### config.mk
export PLATFORM = sky130hd
export DESIGN_NAME = regfile_scoreboard_flat
export DESIGN_NICKNAME = d
export VERILOG_FILES = /design/src/rtl/regfile_scoreboard_pkg.sv /design/src/rtl/regfile_scoreboard_if.sv /design/src/rtl/regfile_scoreboard_counter.sv /design/src/rtl/regfile_scoreboard.sv /design/src/flat_wrapper.sv
export SDC_FILE = /design/constraint.sdc
export NUM_CORES = 2
export LEC_CHECK = 0
export BUFFER_PORTS_ARGS = -buffer_cell sky130_fd_sc_hd__buf_2
export CAP_MARGIN = 10
export CORE_ASPECT_RATIO = 2
export CORE_MARGIN = 1.5
export CORE_UTILIZATION = 57
export DETAILED_ROUTE_END_ITERATION = 12
export PLACE_DENSITY = 0.88
export SETUP_SLACK_MARGIN = 0.4
export SKIP_CTS_REPAIR_TIMING = 1
export SLEW_MARGIN = 40
export SYNTH_ARGS = -nofsm -noshare
export SYNTH_HDL_FRONTEND = slang
export SYNTH_SLANG_ARGS = --single-unit
### constraint.sdc
create_clock -name clk -period 45.7 [get_ports clk]
set_input_delay 13.71 -clock clk [delete_from_list [all_inputs] [get_ports clk]]
set_output_delay 13.71 -clock clk [all_outputs]
set_load 0.01 [all_outputs]
### src/rtl/regfile_scoreboard_pkg.sv
// pipe_pkg: constants and types shared by the register file / scoreboard slice.
package pipe_pkg;

  // Architectural register addressing
  localparam int REG_ADDR_W = 5;
  localparam int NUM_REGS   = 1 << REG_ADDR_W;

  typedef logic [REG_ADDR_W-1:0] reg_addr_t;

  localparam reg_addr_t ZERO_REG = 5'd0;

  // Default datapath and scoreboard counter widths
  localparam int DEF_DATA_W = 32;
  localparam int DEF_CNT_W  = 2;

  // Write-back source select shared by the RTL
  function automatic logic [DEF_DATA_W-1:0] wb_select(
    input logic                  memtoreg,
    input logic [DEF_DATA_W-1:0] alu_result,
    input logic [DEF_DATA_W-1:0] mem_data
  );
    return memtoreg ? mem_data : alu_result;
  endfunction

endpackage

### src/rtl/regfile_scoreboard_if.sv
// regfile_scoreboard_if: decode read ports, issue reservation and write-back
// bundle. The pipeline (master) drives addresses and write-back, the register
// file (slave) returns data, busy flags, stall and the sticky error.
interface regfile_scoreboard_if
  import pipe_pkg::*;
#(
  parameter int DATA_W = DEF_DATA_W
);

  // Decode-stage reads
  reg_addr_t           rs_addr;
  reg_addr_t           rt_addr;
  logic                rs_used;
  logic                rt_used;
  logic [DATA_W-1:0]   rs_data;
  logic [DATA_W-1:0]   rt_data;
  logic                rs_busy;
  logic                rt_busy;
  logic                stall;

  // Destination reservation at issue
  logic                issue_valid;
  reg_addr_t           issue_reg;

  // Write-back from MEM/WB
  logic                wb_regwrite;
  reg_addr_t           wb_reg;
  logic                wb_memtoreg;
  logic [DATA_W-1:0]   wb_alu_result;
  logic [DATA_W-1:0]   wb_mem_data;

  // Scoreboard health
  logic                sb_error;

  modport master (
    output rs_addr, rt_addr, rs_used, rt_used,
    output issue_valid, issue_reg,
    output wb_regwrite, wb_reg, wb_memtoreg, wb_alu_result, wb_mem_data,
    input  rs_data, rt_data, rs_busy, rt_busy, stall, sb_error
  );

  modport slave (
    input  rs_addr, rt_addr, rs_used, rt_used,
    input  issue_valid, issue_reg,
    input  wb_regwrite, wb_reg, wb_memtoreg, wb_alu_result, wb_mem_data,
    output rs_data, rt_data, rs_busy, rt_busy, stall, sb_error
  );

endinterface

### src/rtl/regfile_scoreboard_counter.sv
// sb_counter: saturating up/down in-flight write counter for one register.
// An increment at the maximum or a decrement at zero is dropped and flagged
// on o_err for that cycle; simultaneous inc and dec cancel without error.
module sb_counter
  import pipe_pkg::*;
#(
  parameter int CNT_W = DEF_CNT_W
) (
  input  logic             clk,
  input  logic             rst,
  input  logic             i_inc,
  input  logic             i_dec,
  output logic [CNT_W-1:0] o_count,
  output logic             o_err
);

  logic [CNT_W-1:0] r_count;
  logic [CNT_W-1:0] w_count_nxt;
  logic             w_at_max;
  logic             w_at_zero;
  logic             w_inc_only;
  logic             w_dec_only;

  assign w_at_max   = (r_count == {CNT_W{1'b1}});
  assign w_at_zero  = (r_count == '0);
  assign w_inc_only = i_inc & ~i_dec;
  assign w_dec_only = i_dec & ~i_inc;

  // Next count: step only when the move stays inside the counter range
  always_comb begin
    // NOTE: default assigned first so every path drives it and no latch is inferred.
    w_count_nxt = r_count;
    if (w_inc_only && !w_at_max) begin
      w_count_nxt = r_count + CNT_W'(1);
    end else if (w_dec_only && !w_at_zero) begin
      w_count_nxt = r_count - CNT_W'(1);
    end
  end

  // Count register, cleared asynchronously
  always_ff @(posedge clk or posedge rst) begin
    // NOTE: sequential state uses non-blocking assignment so all flops update together at the edge.
    if (rst) begin
      r_count <= '0;
    end else begin
      r_count <= w_count_nxt;
    end
  end

  assign o_count = r_count;
  assign o_err   = (w_inc_only & w_at_max) | (w_dec_only & w_at_zero);

endmodule

### src/rtl/regfile_scoreboard.sv
// regfile_scoreboard: 32 x DATA_W register file with two combinational read
// ports, one write-back port and a per-register in-flight write scoreboard
// that raises stall for reads of registers with unretired writes.
// Optional feature macro: RF_BYPASS_EN -- forwards same-cycle write-back data
// to the read ports and treats the retiring write as already done for busy.
module regfile_scoreboard
  import pipe_pkg::*;
#(
  parameter int DATA_W = DEF_DATA_W,
  parameter int CNT_W  = DEF_CNT_W
) (
  input  logic                 clk,
  input  logic                 rst,
  regfile_scoreboard_if.slave  bus
);

  logic [DATA_W-1:0] r_regs [NUM_REGS];
  logic              r_sb_error;

  logic [CNT_W-1:0]  w_count [NUM_REGS];
  logic [NUM_REGS-1:0] w_err;

  logic [DATA_W-1:0] w_wb_data;
  logic              w_wb_we;

  reg_addr_t         w_rd_addr [2];
  logic [DATA_W-1:0] w_rd_data [2];
  logic              w_rd_busy [2];

  // ---------------------------------------------------------------------------
  // Write-back
  // ---------------------------------------------------------------------------
  assign w_wb_data = bus.wb_memtoreg ? bus.wb_mem_data : bus.wb_alu_result;
  assign w_wb_we   = bus.wb_regwrite && (bus.wb_reg != ZERO_REG);

  // Register array: cleared by reset, written on an enabled non-zero write-back
  always_ff @(posedge clk or posedge rst) begin
    // NOTE: this array is reset on purpose -- reset must leave every architectural register at 0.
    if (rst) begin
      for (int i = 0; i < NUM_REGS; i++) begin
        r_regs[i] <= '0;
      end
    end else if (w_wb_we) begin
      r_regs[bus.wb_reg] <= w_wb_data;
    end
  end

  // ---------------------------------------------------------------------------
  // Scoreboard: one counter per register 1..31; register 0 is never tracked
  // ---------------------------------------------------------------------------
  assign w_count[0] = '0;
  assign w_err[0]   = 1'b0;

  for (genvar g = 1; g < NUM_REGS; g++) begin : g_cnt
    wire w_inc = bus.issue_valid && (bus.issue_reg == REG_ADDR_W'(g));
    wire w_dec = bus.wb_regwrite && (bus.wb_reg == REG_ADDR_W'(g));

    sb_counter #(
      .CNT_W (CNT_W)
    ) u_cnt (
      .clk     (clk),
      .rst     (rst),
      .i_inc   (w_inc),
      .i_dec   (w_dec),
      .o_count (w_count[g]),
      .o_err   (w_err[g])
    );
  end

  // Sticky error: any counter overflow/underflow latches until reset
  always_ff @(posedge clk or posedge rst) begin
    if (rst) begin
      r_sb_error <= 1'b0;
    end else if (|w_err) begin
      r_sb_error <= 1'b1;
    end
  end

  // ---------------------------------------------------------------------------
  // Read ports (0 = rs, 1 = rt)
  // ---------------------------------------------------------------------------
  assign w_rd_addr[0] = bus.rs_addr;
  assign w_rd_addr[1] = bus.rt_addr;

  for (genvar p = 0; p < 2; p++) begin : g_rd
    wire             w_nz  = (w_rd_addr[p] != ZERO_REG);
    wire [CNT_W-1:0] w_cnt = w_count[w_rd_addr[p]];
`ifdef RF_BYPASS_EN
    // Forward only outside reset so all outputs read 0 while rst is high
    wire w_hit = w_wb_we && !rst && (w_rd_addr[p] == bus.wb_reg);
    assign w_rd_data[p] = w_hit ? w_wb_data : r_regs[w_rd_addr[p]];
    assign w_rd_busy[p] = w_nz && (w_hit ? (w_cnt > CNT_W'(1)) : (w_cnt != '0));
`else
    assign w_rd_data[p] = r_regs[w_rd_addr[p]];
    assign w_rd_busy[p] = w_nz && (w_cnt != '0);
`endif
  end

  assign bus.rs_data  = w_rd_data[0];
  assign bus.rt_data  = w_rd_data[1];
  assign bus.rs_busy  = w_rd_busy[0];
  assign bus.rt_busy  = w_rd_busy[1];
  assign bus.stall    = (bus.rs_used & w_rd_busy[0]) | (bus.rt_used & w_rd_busy[1]);
  assign bus.sb_error = r_sb_error;

endmodule

### src/flat_wrapper.sv
// flat-port wrapper written by rule: the top's interface ports become plain ports
module regfile_scoreboard_flat import pipe_pkg::*;
#(
  parameter int DATA_W = DEF_DATA_W,
  parameter int CNT_W  = DEF_CNT_W
)
  (clk, rst, bus_rs_addr, bus_rt_addr, bus_rs_used, bus_rt_used, bus_issue_valid, bus_issue_reg, bus_wb_regwrite, bus_wb_reg, bus_wb_memtoreg, bus_wb_alu_result, bus_wb_mem_data, bus_rs_data, bus_rt_data, bus_rs_busy, bus_rt_busy, bus_stall, bus_sb_error);
  regfile_scoreboard_if #(.DATA_W(DATA_W)) bus_i ();
  input  logic clk;
  input  logic rst;
  input wire logic [$bits(bus_i.rs_addr)-1:0] bus_rs_addr;
  input wire logic [$bits(bus_i.rt_addr)-1:0] bus_rt_addr;
  input wire logic [$bits(bus_i.rs_used)-1:0] bus_rs_used;
  input wire logic [$bits(bus_i.rt_used)-1:0] bus_rt_used;
  input wire logic [$bits(bus_i.issue_valid)-1:0] bus_issue_valid;
  input wire logic [$bits(bus_i.issue_reg)-1:0] bus_issue_reg;
  input wire logic [$bits(bus_i.wb_regwrite)-1:0] bus_wb_regwrite;
  input wire logic [$bits(bus_i.wb_reg)-1:0] bus_wb_reg;
  input wire logic [$bits(bus_i.wb_memtoreg)-1:0] bus_wb_memtoreg;
  input wire logic [$bits(bus_i.wb_alu_result)-1:0] bus_wb_alu_result;
  input wire logic [$bits(bus_i.wb_mem_data)-1:0] bus_wb_mem_data;
  output wire logic [$bits(bus_i.rs_data)-1:0] bus_rs_data;
  output wire logic [$bits(bus_i.rt_data)-1:0] bus_rt_data;
  output wire logic [$bits(bus_i.rs_busy)-1:0] bus_rs_busy;
  output wire logic [$bits(bus_i.rt_busy)-1:0] bus_rt_busy;
  output wire logic [$bits(bus_i.stall)-1:0] bus_stall;
  output wire logic [$bits(bus_i.sb_error)-1:0] bus_sb_error;
  assign bus_i.rs_addr = bus_rs_addr;
  assign bus_i.rt_addr = bus_rt_addr;
  assign bus_i.rs_used = bus_rs_used;
  assign bus_i.rt_used = bus_rt_used;
  assign bus_i.issue_valid = bus_issue_valid;
  assign bus_i.issue_reg = bus_issue_reg;
  assign bus_i.wb_regwrite = bus_wb_regwrite;
  assign bus_i.wb_reg = bus_wb_reg;
  assign bus_i.wb_memtoreg = bus_wb_memtoreg;
  assign bus_i.wb_alu_result = bus_wb_alu_result;
  assign bus_i.wb_mem_data = bus_wb_mem_data;
  assign bus_rs_data = bus_i.rs_data;
  assign bus_rt_data = bus_i.rt_data;
  assign bus_rs_busy = bus_i.rs_busy;
  assign bus_rt_busy = bus_i.rt_busy;
  assign bus_stall = bus_i.stall;
  assign bus_sb_error = bus_i.sb_error;
  regfile_scoreboard #(.DATA_W(DATA_W), .CNT_W(CNT_W)) u_core (.clk(clk), .rst(rst), .bus(bus_i));
endmodule
* Yosys cells after proc, flatten, opt, wreduce, memory -nomap -nowiden *
Cells that the tools add are included.

storage, ports and cells
  word-level logic and storage cells = 782
  flip-flop bits (word level) = 1087
  output and inout port bits = 68
  bits of input ports = 91

cells by class
  mux-type cells = 78
  add/sub/neg operators = 62
  reduce and logical (&&, ||, !) cells = 258
  equality and inequality tests = 93
  magnitude comparators = 4
  bitwise logic cells = 223

operator list
  operator             number
  $bwmux 1024          1
  $bmux 32 s5          2
  $mux 32              6
  $demux 32 s5         1
  $eq 5x5->1 const B   32
  $mux 2               66
  $logic_and 1x1->1    128
  $and 1x1->1          126
  $eq 5x4->1 const B   16
  $reduce_bool 2->1    33
  $add 2x1->2 const B  31
  $eq 2x2->1 const B   31
  $logic_not 1->1      62
  $logic_not 2->1      31
  $not 1->1            62
  $sub 2x1->2 const B  31
  $eq 5x3->1 const B   8
  $or 1x1->1           32
  $reduce_or 31->1     1
  $bmux 2 s5           2
  $eq 5x2->1 const B   4
  $ge 6x6->1 const B   3
  $not 5->6            3
  $reduce_bool 5->1    3
  2 further kinds      3

* Longest topological paths before layout *
  word-level depth = 8
  mapped depth = 9
  mapped depth without buffers = 6

* Modules after synthesis *
From an unflattened synthesis, not the netlist that was laid out.

unflattened totals
  cells, all modules = 5042
  area total of the unflattened synthesis = 57033.4 µm²

modules (own cells, without submodules)
  module              sequential area each (µm²)  cells each  area an instance (µm²)  times used
  regfile_scoreboard  25649.6                     4577        53232.3                 1
  sb_counter          50.0                        15          122.6                   31

* Worst setup path after synthesis *
Ideal clock, no wire load.

  path type = input -> output
  start = input bus_rt_addr[0]
  end = output bus_rt_data[15]
  arrival time = 15.572 ns
  path slack = 16.418 ns
  buffers on the path = 2
  stages = 6
  data required time = 31.990 ns
  cells stage by stage = buf_2 -> buf_1 -> mux4_2 -> mux4_2 -> nand2_1 -> nand2_1

on the way
  word-level cells in the longest chain between the ends = 4

RTL lines
  what                                        line                      RTL
  start: declaration                          flat_wrapper.sv:12        input wire logic [$bits(bus_i.rt_addr)-1:0] bus_rt_addr;
  $not 5->6 (not written as such)             regfile_scoreboard.sv:94  assign w_rd_data[p] = r_regs[w_rd_addr[p]];
  $bmux 32 s5                                 regfile_scoreboard.sv:94
  $mux 32 (not written as such) (2 in a row)  regfile_scoreboard.sv:94
  end: declaration                            flat_wrapper.sv:23        output wire logic [$bits(bus_i.rt_data)-1:0] bus_rt_data;

No other way between the ends. The select of a mux whose other input is x is not followed.

* Worst setup path after layout *
  start = input bus_rt_addr[0]
  end = output bus_rt_data[22]

Same word-level chain as after synthesis.

==> metrics.txt <==
status finished with violations; failing checks DRC; Max-Cap Viols 0; Hold Path Class reg2reg; critical path class in2out; row count 163; register share of total power 45.9%; FF-to-FF setup slack 42,410 ps; Synth Warn # 0; commonest cells in the netlist 1,087 x dfrtp_1, 646 x mux4_2, 625 x nor2_1; CP required approximately 32,000 ps; CTS buffer count 99; Iteration-0 DRC Markers 8,238; Net Switching 0.000950 W; setup ws final 15,080 ps; Synth Register Bits approximately 1,100; R2R depth 5; core area 98,900 um^2; EDFF count, synth 0; Yosys cell types 64; largest net degree at the start of global routing 110; Synth Area in Compound Gates 11.5%; drt total wl 195,000 um; synthesized area 57,000 um^2; antenna violations before repair 14; Final Skew 19.0 ps; Leak Pwr 25.9 nW; Buf/Inv on CP 5; Pint 0.00202 W; H-tree levels 3; area share of the leading cell type in the synthesized netlist 47.7%; worst-skew pair later-pin latency between 700 and 800 ps; asr flop ratio synth 100%; total gr overflow 0; Root Buffer clkbuf_16; CTS tree yes; max-slew headroom at the worst pin 33.4%; Worst Hold Launch u_core.r_regs[1017]; TNS Setup 0 ps; min cycle time layout approximately 31,000 ps; Worst Tran Pin Value approximately 1000 ps; GRT Util Overall 39.6%; post-synthesis adder-cell area fraction 0%; register area share after synthesis 47.7%; pre-CTS WS approximately 15,000 ps; most area-consuming cells after synthesis dfrtp_1 48%, mux4_2 26%, a21oi_1 5.5%, o21ai_0 4.3%, nor2_1 4.1%; Sink Count 1,087; Max Slew Vio Count 0; DIE HEIGHT 450 um; final net count 4,903; Top Family by Delay on Critical Path buffers and inverters; Longest Clk Path Bufs 3; leading area contributor after synthesis dfrtp_1; Via-to-Cell Ratio approximately 7.5; largest family of logic cells by synthesized area multiplexers; I/O pin cnt 159; Peak VDD IR between 0.00003 and 0.00004 V; Area Overhead vs Synth 9.68%; ys flop type dfrtp_1; post-synthesis net count 5,080; CP max stage cell mux4_2; Post-Synth Simple-Gate Area a little under 10%; first-pass iteration count of the detailed router 12; clock power share 30.3%; via count about 47,000; Worst setup SP type input pin; maximum fanout along the worst path 66; final period utilization 67.0%; post-synthesis xor/xnor area fraction 0%; R2R Path Start u_core.g_cnt[23].u_cnt.o_count[1]; most common cell in the synthesized netlist dfrtp_1; CP endpoint kind output port; vias in the first global route just under 50,000; RD Place Congestion between 1 and 1.5; share of layout cells above drive strength 1 24.7%; wire length per cell 31.3 um; DP HPWL 108,000 um; switching share of power a little under a third; Fmax 32.7 MHz; clock transition at the registers of the reported paths 60 ps; chip width 227 um; reg2reg end u_core.bus.sb_error; first-pass GRT wire length 296,000 um; endpoints failing hold 0; number of port buffers 158; power share of the combinational group 23.8%; Worst EP arrival 16,910 ps; die area approximately 100,000 um^2; # setup viols final 0; Worst Hold Path EP u_core.r_regs[1017]; Syn Inst Count about 5,000; mux contribution to synthesized area between 20% and 30%; initial core utilization 57.6%; CP max stage delay between 600 and 700 ps; DRC viols 2; P per Cell Area about 48 nW/um^2; hold path depth 0; ANT nets after route 0; Syn Area/Cell 11.4 um^2; CP Cell Sequence buf_8, buf_16, buf_12, buf_16, mux4_2, mux4_2, nand2_1, nand2_1, buf_2; RSZ-0062 raised after global routing false
registers in the layout, indices dropped and copies added (netlist names):
name	cells
u_core.g_cnt.u_cnt.o_count	62
u_core.r_regs	1024
u_core.bus.sb_error	1
per-stage QoR:
stage          total power (W)  area, um^2  hold WS [ps]  util (%)  instances
2_1_floorplan          0.00181       57000           441         -       4989
4_1_cts                0.00293       62200           398      62.9       6206
3_3_place_gp           0.00196       58300           376      59.0       6013
3_5_place_dp           0.00203       58800           383      59.5       6024
6_report               0.00297       62500           395      63.2       6223
5_1_grt                0.00306       62500           414      63.2       6216
worst max-delay path by stage:
| stage | from | end | slack [ps] | cells after the start |
|---|---|---|---|---|
| 2_1_floorplan | rst | u_core.bus.sb_error | 1390 | 1 |
| 3_3_place_gp | bus_rt_addr[0] | bus_rt_data[18] | 15080 | 7 |
| 3_5_place_dp | bus_rt_addr[1] | bus_stall | 15060 | 7 |
| 4_1_cts | bus_rt_addr[0] | bus_rt_data[18] | 15060 | 7 |
| 5_1_grt | bus_rs_addr[0] | bus_rs_data[10] | 14940 | 7 |
| 6_report | bus_rt_addr[0] | bus_rt_data[22] | 15080 | 9 |
cells by family after synthesis:
kind of cell,Yosys count
AO/OA/AOI/OAI,1227
buffers and inverters,576
flip-flops,1087
multiplexers,715
AND/OR/NAND/NOR,1384
power groups by stage:
stage               combinational (W)  sequential, W  clock [W]
floorplan                    0.000517        0.00129          0
global placement             0.000630        0.00133          0
detailed placement           0.000674        0.00136          0
CTS                          0.000690        0.00135   0.000894
global route                 0.000754        0.00137   0.000936
finish                       0.000708        0.00136   0.000899
placed cells by master, fill, tap and decap left out, types with 8 or more instances in the layout:
master	count
a21oi_1	621
o211ai_1	27
a211oi_1	16
inv_1	29
mux4_2	646
clkinvlp_4	13
nand2_1	608
buf_2	151
nand3_1	29
buf_6	36
mux2i_2	32
mux2_2	36
nor2_1	609
buf_4	52
nand2b_1	8
diode_2	10
clkbuf_1	19
nor3_1	29
buf_16	8
clkbuf_16	99
bufinv_16	12
clkbuf_8	18
o21ai_0	488
clkinv_2	11
dfrtp_1	1087
o221ai_1	9
nor2_4	15
buf_12	11
area by class of cell:
type                    count  area (um^2)
clock buffers             133         2760
fillers                  6629        36400
multi-input cells        3326        27900
inverters                  32          140
well taps                1320         1650
diodes                     10         25.0
repair buffers            266         2100
flip-flops and latches   1087        27200
clock inverters            49          684
layer usage:
metal  share of wire [%]  global-route usage [%]  vias to the layer above  routed length (um)
li1                    -                       -                    17900                   -
met1                  29                    43.6                    22700               55900
met2                  45                    58.3                     4771               88800
met3                  15                    18.1                     1635               30000
met4                  10                    32.5                       12               20200
met5                0.11                    1.71                        -                 210
Note: power is estimated with default switching activity, not from simulation.
